===== config.mk =====
export PLATFORM = sky130hd
export DESIGN_NAME = weight_mem_writer
export DESIGN_NICKNAME = d
export VERILOG_FILES = /design/src/rtl/weight_mem_pkg.sv /design/src/rtl/weight_mem_writer_byte_packer.sv /design/src/rtl/weight_mem_writer.sv
export SDC_FILE = /design/constraint.sdc
export NUM_CORES = 1
export LEC_CHECK = 0
export CAP_MARGIN = 20
export CORE_UTILIZATION = 25
export DETAILED_ROUTE_END_ITERATION = 8
export MAX_ROUTING_LAYER = met4
export SYNTH_ARGS = -nofsm -noshare
export SYNTH_HDL_FRONTEND = slang
export SYNTH_HIERARCHICAL = 1
export SYNTH_SLANG_ARGS = --single-unit

===== constraint.sdc =====
create_clock -name clk -period 2.85 [get_ports clk]
set_clock_uncertainty 0.15 [all_clocks]
set_input_delay 0.285 -clock clk [delete_from_list [all_inputs] [get_ports clk]]
set_output_delay 0.285 -clock clk [all_outputs]
set_load 0.1 [all_outputs]

===== src/rtl/weight_mem_pkg.sv =====
// Shared constants for the weight RAM write path: byte width and FSM state encoding.
package weight_mem_pkg;

  localparam int BYTE_W = 8;

  localparam logic [1:0] ST_IDLE  = 2'd0;
  localparam logic [1:0] ST_LOAD  = 2'd1;
  localparam logic [1:0] ST_FLUSH = 2'd2;
  localparam logic [1:0] ST_DONE  = 2'd3;

  typedef enum logic [1:0] {
    IDLE  = ST_IDLE,
    LOAD  = ST_LOAD,
    FLUSH = ST_FLUSH,
    DONE  = ST_DONE
  } state_t;

endpackage


===== src/rtl/weight_mem_writer_byte_packer.sv =====
// Little-endian byte packer: byte k of a word lands in bits [8k+7:8k].
// word_next is the word including the byte being pushed, so a full or final word can be latched on that same edge.
module byte_packer
  import weight_mem_pkg::*;
#(
  parameter int DATA_WIDTH = 32
) (
  input  logic                  clk,
  input  logic                  rst_n,
  input  logic                  clr,
  input  logic                  push,
  input  logic                  last,
  input  logic [BYTE_W-1:0]     data,
  output logic [DATA_WIDTH-1:0] word_next,
  output logic                  word_full
);

  localparam int LANES = DATA_WIDTH / BYTE_W;
  localparam int LW    = (LANES > 1) ? $clog2(LANES) : 1;

  logic [LW-1:0]         lane;
  logic [DATA_WIDTH-1:0] word_q;

  always_comb begin
    word_next = word_q;
    word_next[lane*BYTE_W +: BYTE_W] = data;
  end

  assign word_full = push && (lane == LW'(LANES - 1));

  // Register is zeroed after every emitted word so a flushed partial word has zero upper lanes.
  always_ff @(posedge clk or negedge rst_n) begin
    if (!rst_n) begin
      lane   <= '0;
      word_q <= '0;
    end else if (clr) begin
      lane   <= '0;
      word_q <= '0;
    end else if (push) begin
      if (word_full || last) begin
        lane   <= '0;
        word_q <= '0;
      end else begin
        lane   <= lane + 1'b1;
        word_q <= word_next;
      end
    end
  end

endmodule


===== src/rtl/weight_mem_writer.sv =====
// Streams int8 weight bytes into a weight RAM, one packed word per address starting at 0.
//   state | meaning
//   IDLE  | waiting for start after reset
//   LOAD  | accepting bytes, writing each completed word
//   FLUSH | writing the zero-padded final partial word
//   DONE  | load complete; count and overflow held until next start
module weight_mem_writer
  import weight_mem_pkg::*;
#(
  parameter int ADDR_WIDTH = 4,
  parameter int DATA_WIDTH = 32
) (
  input  logic                  clk,
  input  logic                  rst_n,
  input  logic                  start,
  input  logic                  in_valid,
  output logic                  in_ready,
  input  logic [BYTE_W-1:0]     in_data,
  input  logic                  in_last,
  output logic                  mem_en,
  output logic [ADDR_WIDTH-1:0] mem_addr,
  output logic [DATA_WIDTH-1:0] mem_data,
  output logic                  busy,
  output logic                  done,
  output logic                  overflow,
  output logic [ADDR_WIDTH:0]   word_count
);

  localparam logic [ADDR_WIDTH:0] DEPTH = {1'b1, {ADDR_WIDTH{1'b0}}};

  state_t                state, state_nxt;
  logic [ADDR_WIDTH-1:0] addr;
  logic [DATA_WIDTH-1:0] word_next;
  logic                  word_full;
  logic                  accept;
  logic                  mem_full;
  logic                  write_fire;
  logic                  load_entry;

  assign in_ready   = (state == LOAD);
  assign accept     = in_valid && (state == LOAD);
  assign mem_full   = (word_count == DEPTH);
  assign write_fire = accept && !mem_full && (word_full || in_last);
  assign load_entry = start && ((state == IDLE) || (state == DONE));

  byte_packer #(
    .DATA_WIDTH (DATA_WIDTH)
  ) u_packer (
    .clk       (clk),
    .rst_n     (rst_n),
    .clr       (load_entry),
    .push      (accept),
    .last      (in_last),
    .data      (in_data),
    .word_next (word_next),
    .word_full (word_full)
  );

  always_ff @(posedge clk or negedge rst_n) begin
    if (!rst_n) state <= IDLE;
    else        state <= state_nxt;
  end

  always_comb begin
    state_nxt = state;
    busy      = 1'b0;
    done      = 1'b0;
    case (state)
      IDLE: begin
        if (start) state_nxt = LOAD;
      end
      LOAD: begin
        busy = 1'b1;
        // Once memory is full the last byte has nothing left to flush.
        if (accept && in_last) state_nxt = (word_full || mem_full) ? DONE : FLUSH;
      end
      FLUSH: begin
        busy      = 1'b1;
        state_nxt = DONE;
      end
      DONE: begin
        done = 1'b1;
        if (start) state_nxt = LOAD;
      end
      default: state_nxt = IDLE;
    endcase
  end

  always_ff @(posedge clk or negedge rst_n) begin
    if (!rst_n) begin
      mem_en     <= 1'b0;
      mem_addr   <= '0;
      mem_data   <= '0;
      addr       <= '0;
      word_count <= '0;
      overflow   <= 1'b0;
    end else begin
      mem_en <= write_fire;
      if (load_entry) begin
        addr       <= '0;
        word_count <= '0;
        overflow   <= 1'b0;
      end else begin
        if (write_fire) begin
          mem_addr   <= addr;
          mem_data   <= word_next;
          addr       <= addr + 1'b1;
          word_count <= word_count + 1'b1;
        end
        if (accept && mem_full) overflow <= 1'b1;
      end
    end
  end

endmodule


# Yosys cells after proc, flatten, opt, wreduce, memory -nomap -nowiden
# Index checks and enable logic that the tools add are counted.
# word_totals
register_bits,83
inputBits,13
out_inout_bits,46
wordCells,61
# op_classes
n_addsub,4
n_eq_ne,7
shift,2
n_mux,19
bitwise,1
n_reduce_logical,19
# ops
op,n
$mux 32,3
$neg 5->34,1
$shift 8x34->32 const A,1
$shiftx 8x34->32,1
$bwmux 32,1
$mux 2,5
$mux 5,2
$mux 4,2
$logic_and 1x1->1,7
$eq 2x2->1 const B,3
$pmux 2 s3,1
$reduce_bool 2->1,3
$add 5x1->5 const B,1
$eq 5x5->1 const B,1
$mux 1,5
$add 4x1->4 const B,1
$ne 2x1->1 const B,2
$reduce_and 2->1,2
$reduce_or 2->1,2
$logic_or 1x1->1,3
$add 2x1->2 const B,1
$eq 2x1->1 const B,1
$logic_not 2->1,1
$logic_not 1->1,1
$not 1->1,1

# Longest topological paths before layout
# Gate-level depths: netlist of run 1.
# depth
ltp_word,7
depth_mapped,8
ltp_nobuf,7

# Hierarchy
# Netlist of run 1, hierarchy kept.
# modules_own_cells
module,instances,cells_each,area_per_inst_um2,seq_area_each_um2
weight_mem_writer,1,150,2067.0,1226.2
byte_packer,1,154,1742.9,850.8

# Worst setup path after synthesis of run 1
# Ideal clock, no wire load.
# synth_timing
path_kind,register to register
from,register state[1]
to,register mem_addr[0]
setup_time_ns,0.125
arrival_time_ns,2.969
path_slack_ns,-0.394
stages_incl_launch_ff,9
n_path_buf,1
path_cell_list,dfrtp_1 -> inv_1 -> ha_1 -> and2_1 -> and2_1 -> o211ai_1 -> nor3_4 -> buf_6 -> mux2_2
# synth_via
elab_chain_len,6
# synth_rtl
element,line_no,rtl
start: declaration,weight_mem_writer.sv:31,"state_t state, state_nxt;"
start signal: assignment,weight_mem_writer.sv:61,else state <= state_nxt;
$eq 2x1->1,n/a,
net in_ready,weight_mem_writer.sv:17,"output logic in_ready,"
$logic_and 1x1->1,weight_mem_writer.sv:41,assign accept = in_valid && (state == LOAD);
net accept,weight_mem_writer.sv:35,logic accept;
$logic_and 1x1->1,weight_mem_writer_byte_packer.sv:29,assign word_full = push && (lane == LW'(LANES - 1));
net word_full,weight_mem_writer.sv:34,logic word_full;
$logic_or 1x1->1,weight_mem_writer.sv:43,assign write_fire = accept && !mem_full && (word_full || in_last);
$logic_and 1x1->1,weight_mem_writer.sv:43,
$reduce_and 2->1 (no source line),n/a,
end signal: assignment,weight_mem_writer.sv:105,mem_addr <= addr;
end: declaration,weight_mem_writer.sv:21,"output logic [ADDR_WIDTH-1:0] mem_addr,"
# The timed path passes the listed nets, and every way through them passes these cells.
# A chain may end at the register's enable or synchronous reset.

# Final worst setup path of run 1
# layout_timing
from,register state[1]
to,register u_packer.word_q[1]
# layout_via
elab_chain_len,7
# layout_rtl
element,line_no,rtl
$eq 2x1->1,weight_mem_writer.sv:41,
$logic_and 1x1->1,weight_mem_writer.sv:41,
$logic_and 1x1->1,weight_mem_writer_byte_packer.sv:29,
$logic_or 1x1->1,weight_mem_writer_byte_packer.sv:40,if (word_full || last) begin
$mux 32,weight_mem_writer_byte_packer.sv:40,
$mux 32,weight_mem_writer_byte_packer.sv:39,end else if (push) begin
$mux 32,weight_mem_writer_byte_packer.sv:36,end else if (clr) begin
end signal: assignment,weight_mem_writer_byte_packer.sv:45,word_q <= word_next;
end: declaration,weight_mem_writer_byte_packer.sv:22,logic [DATA_WIDTH-1:0] word_q;
# Several ways; a longest one is shown, not always the timed one. The select of a mux whose other input is x is not followed.

==> results of run 1 <==
cells in the final DEF, fill, tap and decap left out, types with 3 or more instances in the layout:
master / instances
sky130_fd_sc_hd__dfrtp_1: 83
sky130_fd_sc_hd__nor2_1: 6
sky130_fd_sc_hd__clkdlybuf4s50_1: 11
sky130_fd_sc_hd__inv_1: 19
sky130_fd_sc_hd__ha_1: 9
sky130_fd_sc_hd__o21ai_0: 17
sky130_fd_sc_hd__and2_1: 12
sky130_fd_sc_hd__nand2_1: 12
sky130_fd_sc_hd__o31ai_1: 3
sky130_fd_sc_hd__buf_4: 54
sky130_fd_sc_hd__or3_1: 6
sky130_fd_sc_hd__mux2_2: 36
sky130_fd_sc_hd__nand3_1: 4
sky130_fd_sc_hd__a32o_1: 15
sky130_fd_sc_hd__a21oi_1: 12
sky130_fd_sc_hd__or4_1: 3
sky130_fd_sc_hd__clkbuf_16: 9
sky130_fd_sc_hd__a22o_1: 32
critical path: cells and delay by family, from the launching register on:
family | cells | cell delay [ns]
compound gates | 1 | 0.19
fa+ha+maj | 1 | 0.20
flops | 1 | 0.40
buf+inv | 1 | 0.10
simple gates | 3 | 1.49
worst paths after layout:
check	from	endpoint	slack, ns	depth (start not counted)
worst max-delay path	state[1]	u_packer/word_q[1]	0.25	6
worst min-delay path	rst_n	mem_data[7]	0.19	2
worst max register to register	state[1]	u_packer/word_q[1]	0.25	6
worst min register to register	mem_data[10]	mem_data[10]	0.34	1
max in group asynchronous	rst_n	mem_data[17]	1.76	3
min in group clk	mem_data[10]	mem_data[10]	0.34	1
cells by family after synthesis:
logic type,after synthesis
compound gates,87
flops,83
simple gates,53
mux,38
buf+inv,33
fa+ha+maj,10
final cells by class:
type / count / area [sq um]
repair buffers: 67 / 553
well taps: 184 / 230
fillers: 1430 / 9880
clock inverters: 6 / 65.1
inverters: 20 / 75.1
multi-input cells: 188 / 1590
clock buffers: 10 / 229
flip-flops and latches: 83 / 2080
routing by layer:
metal / routed length [microns] / track usage / share of wire / up-vias
met5: 0 / - / 0 / -
met4: 369 / 0.0854 / 0.040 / 0
met3: 331 / 0.0197 / 0.036 / 26
met2: 4110 / 0.180 / 0.45 / 66
met1: 4390 / 0.165 / 0.48 / 1379
li1: - / - / - / 1253
power by group:
part           internal [mW]  switching [mW]  total, mW
combinational          0.515            1.42       1.93
clock                  0.680           0.478       1.16
sequential              1.32           0.102       1.42
total                   2.51            2.00       4.51
stage by stage:
stage,hold slack (ns),total power [mW],setup WS [ns],cell area [sq um]
after floorplan,-0.161,2.90,0.153,3820
after global placement,0.320,3.32,0.243,4490
after detailed placement,0.321,3.37,0.125,4490
after CTS,0.0322,4.54,0.234,4780
after global routing,0.201,4.72,0.0638,4820
final,0.186,4.51,0.249,4820
Yosys cell counts:
cell / number / share of area
sky130_fd_sc_hd__buf_2: 7 / 0.0092
sky130_fd_sc_hd__nand2_1: 12 / 0.012
sky130_fd_sc_hd__inv_2: 1 / 0.00098
sky130_fd_sc_hd__or3_1: 6 / 0.0099
sky130_fd_sc_hd__a21oi_2: 2 / 0.0046
sky130_fd_sc_hd__nor4b_4: 2 / 0.012
sky130_fd_sc_hd__clkbuf_1: 2 / 0.0020
sky130_fd_sc_hd__nor2_1: 6 / 0.0059
sky130_fd_sc_hd__buf_1: 1 / 0.00098
sky130_fd_sc_hd__mux2_2: 36 / 0.11
sky130_fd_sc_hd__nand3_1: 4 / 0.0053
sky130_fd_sc_hd__o2111ai_1: 1 / 0.0023
sky130_fd_sc_hd__o21ai_0: 17 / 0.022
sky130_fd_sc_hd__and4_1: 1 / 0.0023
sky130_fd_sc_hd__a21boi_0: 1 / 0.0020
sky130_fd_sc_hd__a21oi_1: 12 / 0.016
sky130_fd_sc_hd__nor4_2: 1 / 0.0033
sky130_fd_sc_hd__o31ai_1: 3 / 0.0059
sky130_fd_sc_hd__dfrtp_1: 83 / 0.55
sky130_fd_sc_hd__ha_1: 10 / 0.033
sky130_fd_sc_hd__and2_1: 12 / 0.020
sky130_fd_sc_hd__mux2_1: 2 / 0.0059
sky130_fd_sc_hd__o211ai_1: 1 / 0.0020
sky130_fd_sc_hd__a22o_1: 32 / 0.074
sky130_fd_sc_hd__a32o_1: 15 / 0.039
sky130_fd_sc_hd__inv_1: 19 / 0.019
sky130_fd_sc_hd__nor4bb_1: 1 / 0.0026
sky130_fd_sc_hd__nor3_4: 1 / 0.0043
sky130_fd_sc_hd__or4_1: 3 / 0.0059
sky130_fd_sc_hd__nand3b_1: 2 / 0.0039
sky130_fd_sc_hd__nand4bb_1: 1 / 0.0030
sky130_fd_sc_hd__o211a_1: 1 / 0.0026
sky130_fd_sc_hd__buf_6: 3 / 0.0089
sky130_fd_sc_hd__o21a_1: 1 / 0.0020
sky130_fd_sc_hd__a21o_1: 1 / 0.0020
sky130_fd_sc_hd__and4bb_4: 1 / 0.0043
flip-flops by register name, indices dropped and copies added (netlist names):
register and flops:
state 2, u_packer/word_q 32, mem_data 32, mem_en 1, u_packer/lane 2, overflow 1, word_count 5, mem_addr 4
addr 4
==> impl_metrics.tcl, run 1 <==
set metrics [dict create \
    setup_viol 0 \
    post_route_cells_drive_above_1_share 0.307 \
    worst_ep_required_time_ns 2.98 \
    detailedRoute.firstPassIterationCount 7 \
    muxShareOfSynthArea 0.112 \
    max-vdd-ir-drop_mv 0.535 \
    chipHeight_microns 125 \
    run_status "finished with violations" \
    clkLatencyLatePin_ns 0.34 \
    critPathSlowestCell "sky130_fd_sc_hd__nor4b_4" \
    p_per_area_nw_per_um2 936 \
    post-dp-hpwl_microns 6170 \
    cts_tree "built" \
    endpoint_kind "flop" \
    syn2layout_area_growth_pct 26.5 \
    dieArea_sq_um 15700 \
    portBuffers 58 \
    max_freq_ghz 0.384 \
    cell_chosen_for_the_clock_root "sky130_fd_sc_hd__clkbuf_16" \
    transition_time_at_the_pin_with_the_least_slew_margin_ns 0.991 \
    finalCriticalPeriod_ns 2.60 \
    leakage_nw 2.25 \
    detail_route.drc_violations 4 \
    simple_logic_cell_fraction_of_the_synthesized_area 0.0946 \
    cts-buffers-inserted 9 \
    synth.lib_cells_used.distinct 36 \
    maxSlewViolCount 0 \
    wirelength_microns 9200 \
    finalWeightedCongestion 0.770 \
    initial_core_util 0.259 \
    pin_count_of_the_biggest_net_entering_global_routing 84 \
    max-clock-path-buffers 2 \
    fin_crit_sh 0.913 \
    vias 2724 \
    mappedNetlistNets 327 \
    x_dimension_of_the_die_microns 125 \
    setup.worst_path.class "flop to flop" \
    max-cap-violations 0 \
    synth-seq-cells 83 \
    main_combinational_cell_family_by_area_after_synthesis "compound AO/OA/AOI/OAI gates" \
    post_cts.resized_instances 0 \
    fin_nets 392 \
    synth_compound_area_frac 0.174 \
    report.final.hold_viol_count 0 \
    routedWlPerCell_microns 16.5 \
    count_of_hold_fix_buffers_inserted_at_cts 0 \
    grt-ovfl-total 0 \
    worst_slew_margin_rel 0.337 \
    cts_setup_buffers 0 \
    placed_cells_incl_taps 540 \
    avgViaCountPerCell 4.88 \
    htreeDepth 3 \
    grt_setup_unrepaired "false" \
    yosys.area_share.xor_xnor 0 \
    clk_transition_reported_paths_ns 0.06 \
    timing.critical_path.fanout_max 19 \
    max_stage_delay_ns 0.87 \
    cts_num_sinks 83 \
    post_synth_instance_area_sq_um 3810 \
    grt_first_pass_wirelength_microns 15100 \
    path_common_cell "sky130_fd_sc_hd__and2_1" \
    groute.usage.overall 0.126 \
    critical_path.cell_chain "inv_1 -> ha_4 -> and2_1 -> nor4b_4 -> and2_1 -> a22o_1" \
    finalSetupTns_ns 0 \
    crit_path_start_kind "flop" \
    final_core_utilization 0.328 \
    core-area_sq_um 14700 \
    hold_path_class "input port to asynchronous set/reset pin" \
    adder_cell_share_of_the_synthesized_area 0.0328 \
    syn-mean-instance-area_sq_um 12.5 \
    sequential_area_share_after_synthesis 0.545 \
    ant_nets 0 \
    floorplan.io_pins 59 \
    placementRows 44 \
    number_of_instances_in_the_synthesized_netlist 304 \
    final-instance-count-excl-fill 558 \
    crit_arrival_ns 2.73 \
    grt_pass1_vias 2860 \
    syn_warnings 6 \
    drt-initial-drc-count 187 \
    failed_checks "DRC" \
    num_antenna_cells 0 \
    antenna_found_initial 0 \
]
Power figures use the tool's default switching activity.
==> inputs of run 2 (changes only) <==
Settings changed: SLEW_MARGIN set to 30.
==> run 2 against run 1 <==
Compared with the run above: the run still ends with DRC left; power barely moved; final area fell by 0.34%; cell count unchanged; worst setup slack gained 0.11 ns; non-clock buffer count is the same; sequential power barely moved; critical path type unchanged.
==> impl_metrics.tcl, run 2 (synthesis results as in run 1) <==
set metrics [dict create \
    max_freq_ghz 0.401 \
    initial_core_util 0.259 \
    report.final.hold_viol_count 0 \
    fin_nets 392 \
    avgViaCountPerCell 4.90 \
    vias 2735 \
    transition_time_at_the_pin_with_the_least_slew_margin_ns 0.772 \
    post-dp-hpwl_microns 6170 \
    finalWeightedCongestion 0.770 \
    worstHoldEndpoint "u_packer/word_q[26]" \
    cts_num_sinks 83 \
    floorplan.io_pins 59 \
    grt_pass1_vias 2870 \
    setup.worst_path.class "flop to flop" \
    clk_transition_reported_paths_ns 0.06 \
    dieArea_sq_um 15700 \
    final_core_utilization 0.327 \
    hold_start "u_packer/word_q[26]" \
    fin_hold_ws_ns 0.339 \
    chipHeight_microns 125 \
    syn2layout_area_growth_pct 26.1 \
    groute.usage.overall 0.127 \
    portBuffers 58 \
    htreeDepth 3 \
    run_status "finished with violations" \
    largestRegisters "mem_data: 32 flops, u_packer/word_q: 32 flops, word_count: 5 flops" \
    leakage_nw 2.24 \
    power_mw 4.51 \
    cts-buffers-inserted 9 \
    maxSlewViolCount 0 \
    endpoint_kind "flop" \
    rrSetupSlack_ns 0.36 \
    routedWlPerCell_microns 16.6 \
    pin_count_of_the_biggest_net_entering_global_routing 84 \
    timing.critical_path.fanout_max 16 \
    reg2regPathDepth 6 \
    finalCriticalPeriod_ns 2.49 \
    timing.rr.end "mem_data[18]" \
    post_cts.resized_instances 0 \
    max-cap-violations 0 \
    cell_chosen_for_the_clock_root "sky130_fd_sc_hd__clkbuf_16" \
    antenna_found_initial 0 \
    cts_setup_buffers 0 \
    core-area_sq_um 14700 \
    worst_ep_required_time_ns 2.92 \
    failed_checks "DRC" \
    grt_first_pass_wirelength_microns 15100 \
    fin_crit_sh 0.875 \
    crit_path_start_kind "flop" \
    max-vdd-ir-drop_mv 0.535 \
    cts_tree "built" \
    ant_nets 0 \
    wirelength_microns 9260 \
    reg2reg_from "u_packer/lane[0]" \
    whs_path_depth 1 \
    x_dimension_of_the_die_microns 125 \
    p_per_area_nw_per_um2 938 \
    post_route_cells_drive_above_1_share 0.307 \
    worst_slew_margin_rel 0.485 \
    detailedRoute.firstPassIterationCount 6 \
    drt-initial-drc-count 227 \
    mostFrequentLayoutCells "sky130_fd_sc_hd__dfrtp_1 (83), sky130_fd_sc_hd__buf_4 (54), sky130_fd_sc_hd__mux2_2 (36), sky130_fd_sc_hd__a22o_1 (32), sky130_fd_sc_hd__inv_1 (19)" \
    grt-ovfl-total 0 \
    crit_arrival_ns 2.56 \
    num_antenna_cells 0 \
    count_of_hold_fix_buffers_inserted_at_cts 1 \
    detail_route.drc_violations 4 \
    finalSetupTns_ns 0 \
    final_common_cell "sky130_fd_sc_hd__dfrtp_1" \
    hold_path_class "flop to flop" \
    placementRows 44 \
    grt_setup_unrepaired "false" \
    clkLatencyLatePin_ns 0.34 \
    max-clock-path-buffers 2 \
    setup_viol 0 \
]
run 2: cell counts in the layout (fill, tap and decap cells not counted):
Identical to the previous run, type by type.
run 2: worst max-delay path by stage:
stage	from	to	slack, ns
3_3_place_gp	in_valid	u_packer/word_q[5]	0.24
6_report	u_packer/lane[0]	mem_data[18]	0.36
5_1_grt	u_packer/lane[0]	mem_data[18]	0.19
3_5_place_dp	in_valid	u_packer/word_q[0]	0.12
2_1_floorplan	word_count[0]	mem_addr[0]	0.15
4_1_cts	state[0]	u_packer/word_q[0]	0.23
run 2: power breakdown:
group          switching (mW)  leakage, nW  internal (mW)
clock                   0.477        0.143          0.680
combinational            1.42        0.956          0.514
sequential              0.102         1.14           1.32
total                    2.00         2.24           2.51
run 2: worst max-delay path, stage by stage (launching register included):
cell and delay [ns]:
sky130_fd_sc_hd__dfrtp_1 0.43, sky130_fd_sc_hd__inv_1 0.27, sky130_fd_sc_hd__ha_1 0.47, sky130_fd_sc_hd__nor2_1 0.12, sky130_fd_sc_hd__and4_1 0.40, sky130_fd_sc_hd__a22o_1 0.26
sky130_fd_sc_hd__mux2_2 0.27
run 2: layout make-up:
cell class | count | area [sq um]
Clock inverter | 6 | 65.1
Sequential cell | 83 | 2080
Fill cell | 1431 | 9900
Tap cell | 184 | 230
Multi-Input combinational cell | 188 | 1590
Timing Repair Buffer | 67 | 537
Clock buffer | 10 | 229
Inverter | 20 | 75.1
run 2: stage by stage:
step	setup WS (ns)	cells	instance area, sq um
finish	0.357	558	4800
global route	0.192	558	4800
CTS	0.234	557	4800
detailed placement	0.125	540	4490
global placement	0.243	540	4490
floorplan	0.153	304	3820
run 2: metal layers:
| metal | track usage | wire length, microns | up-vias |
|---|---|---|---|
| li1 | - | - | 1256 |
| met1 | 0.165 | 4420 | 1380 |
| met2 | 0.180 | 4130 | 75 |
| met3 | 0.0197 | 330 | 24 |
| met4 | 0.0854 | 378 | 0 |
| met5 | - | 0 | - |
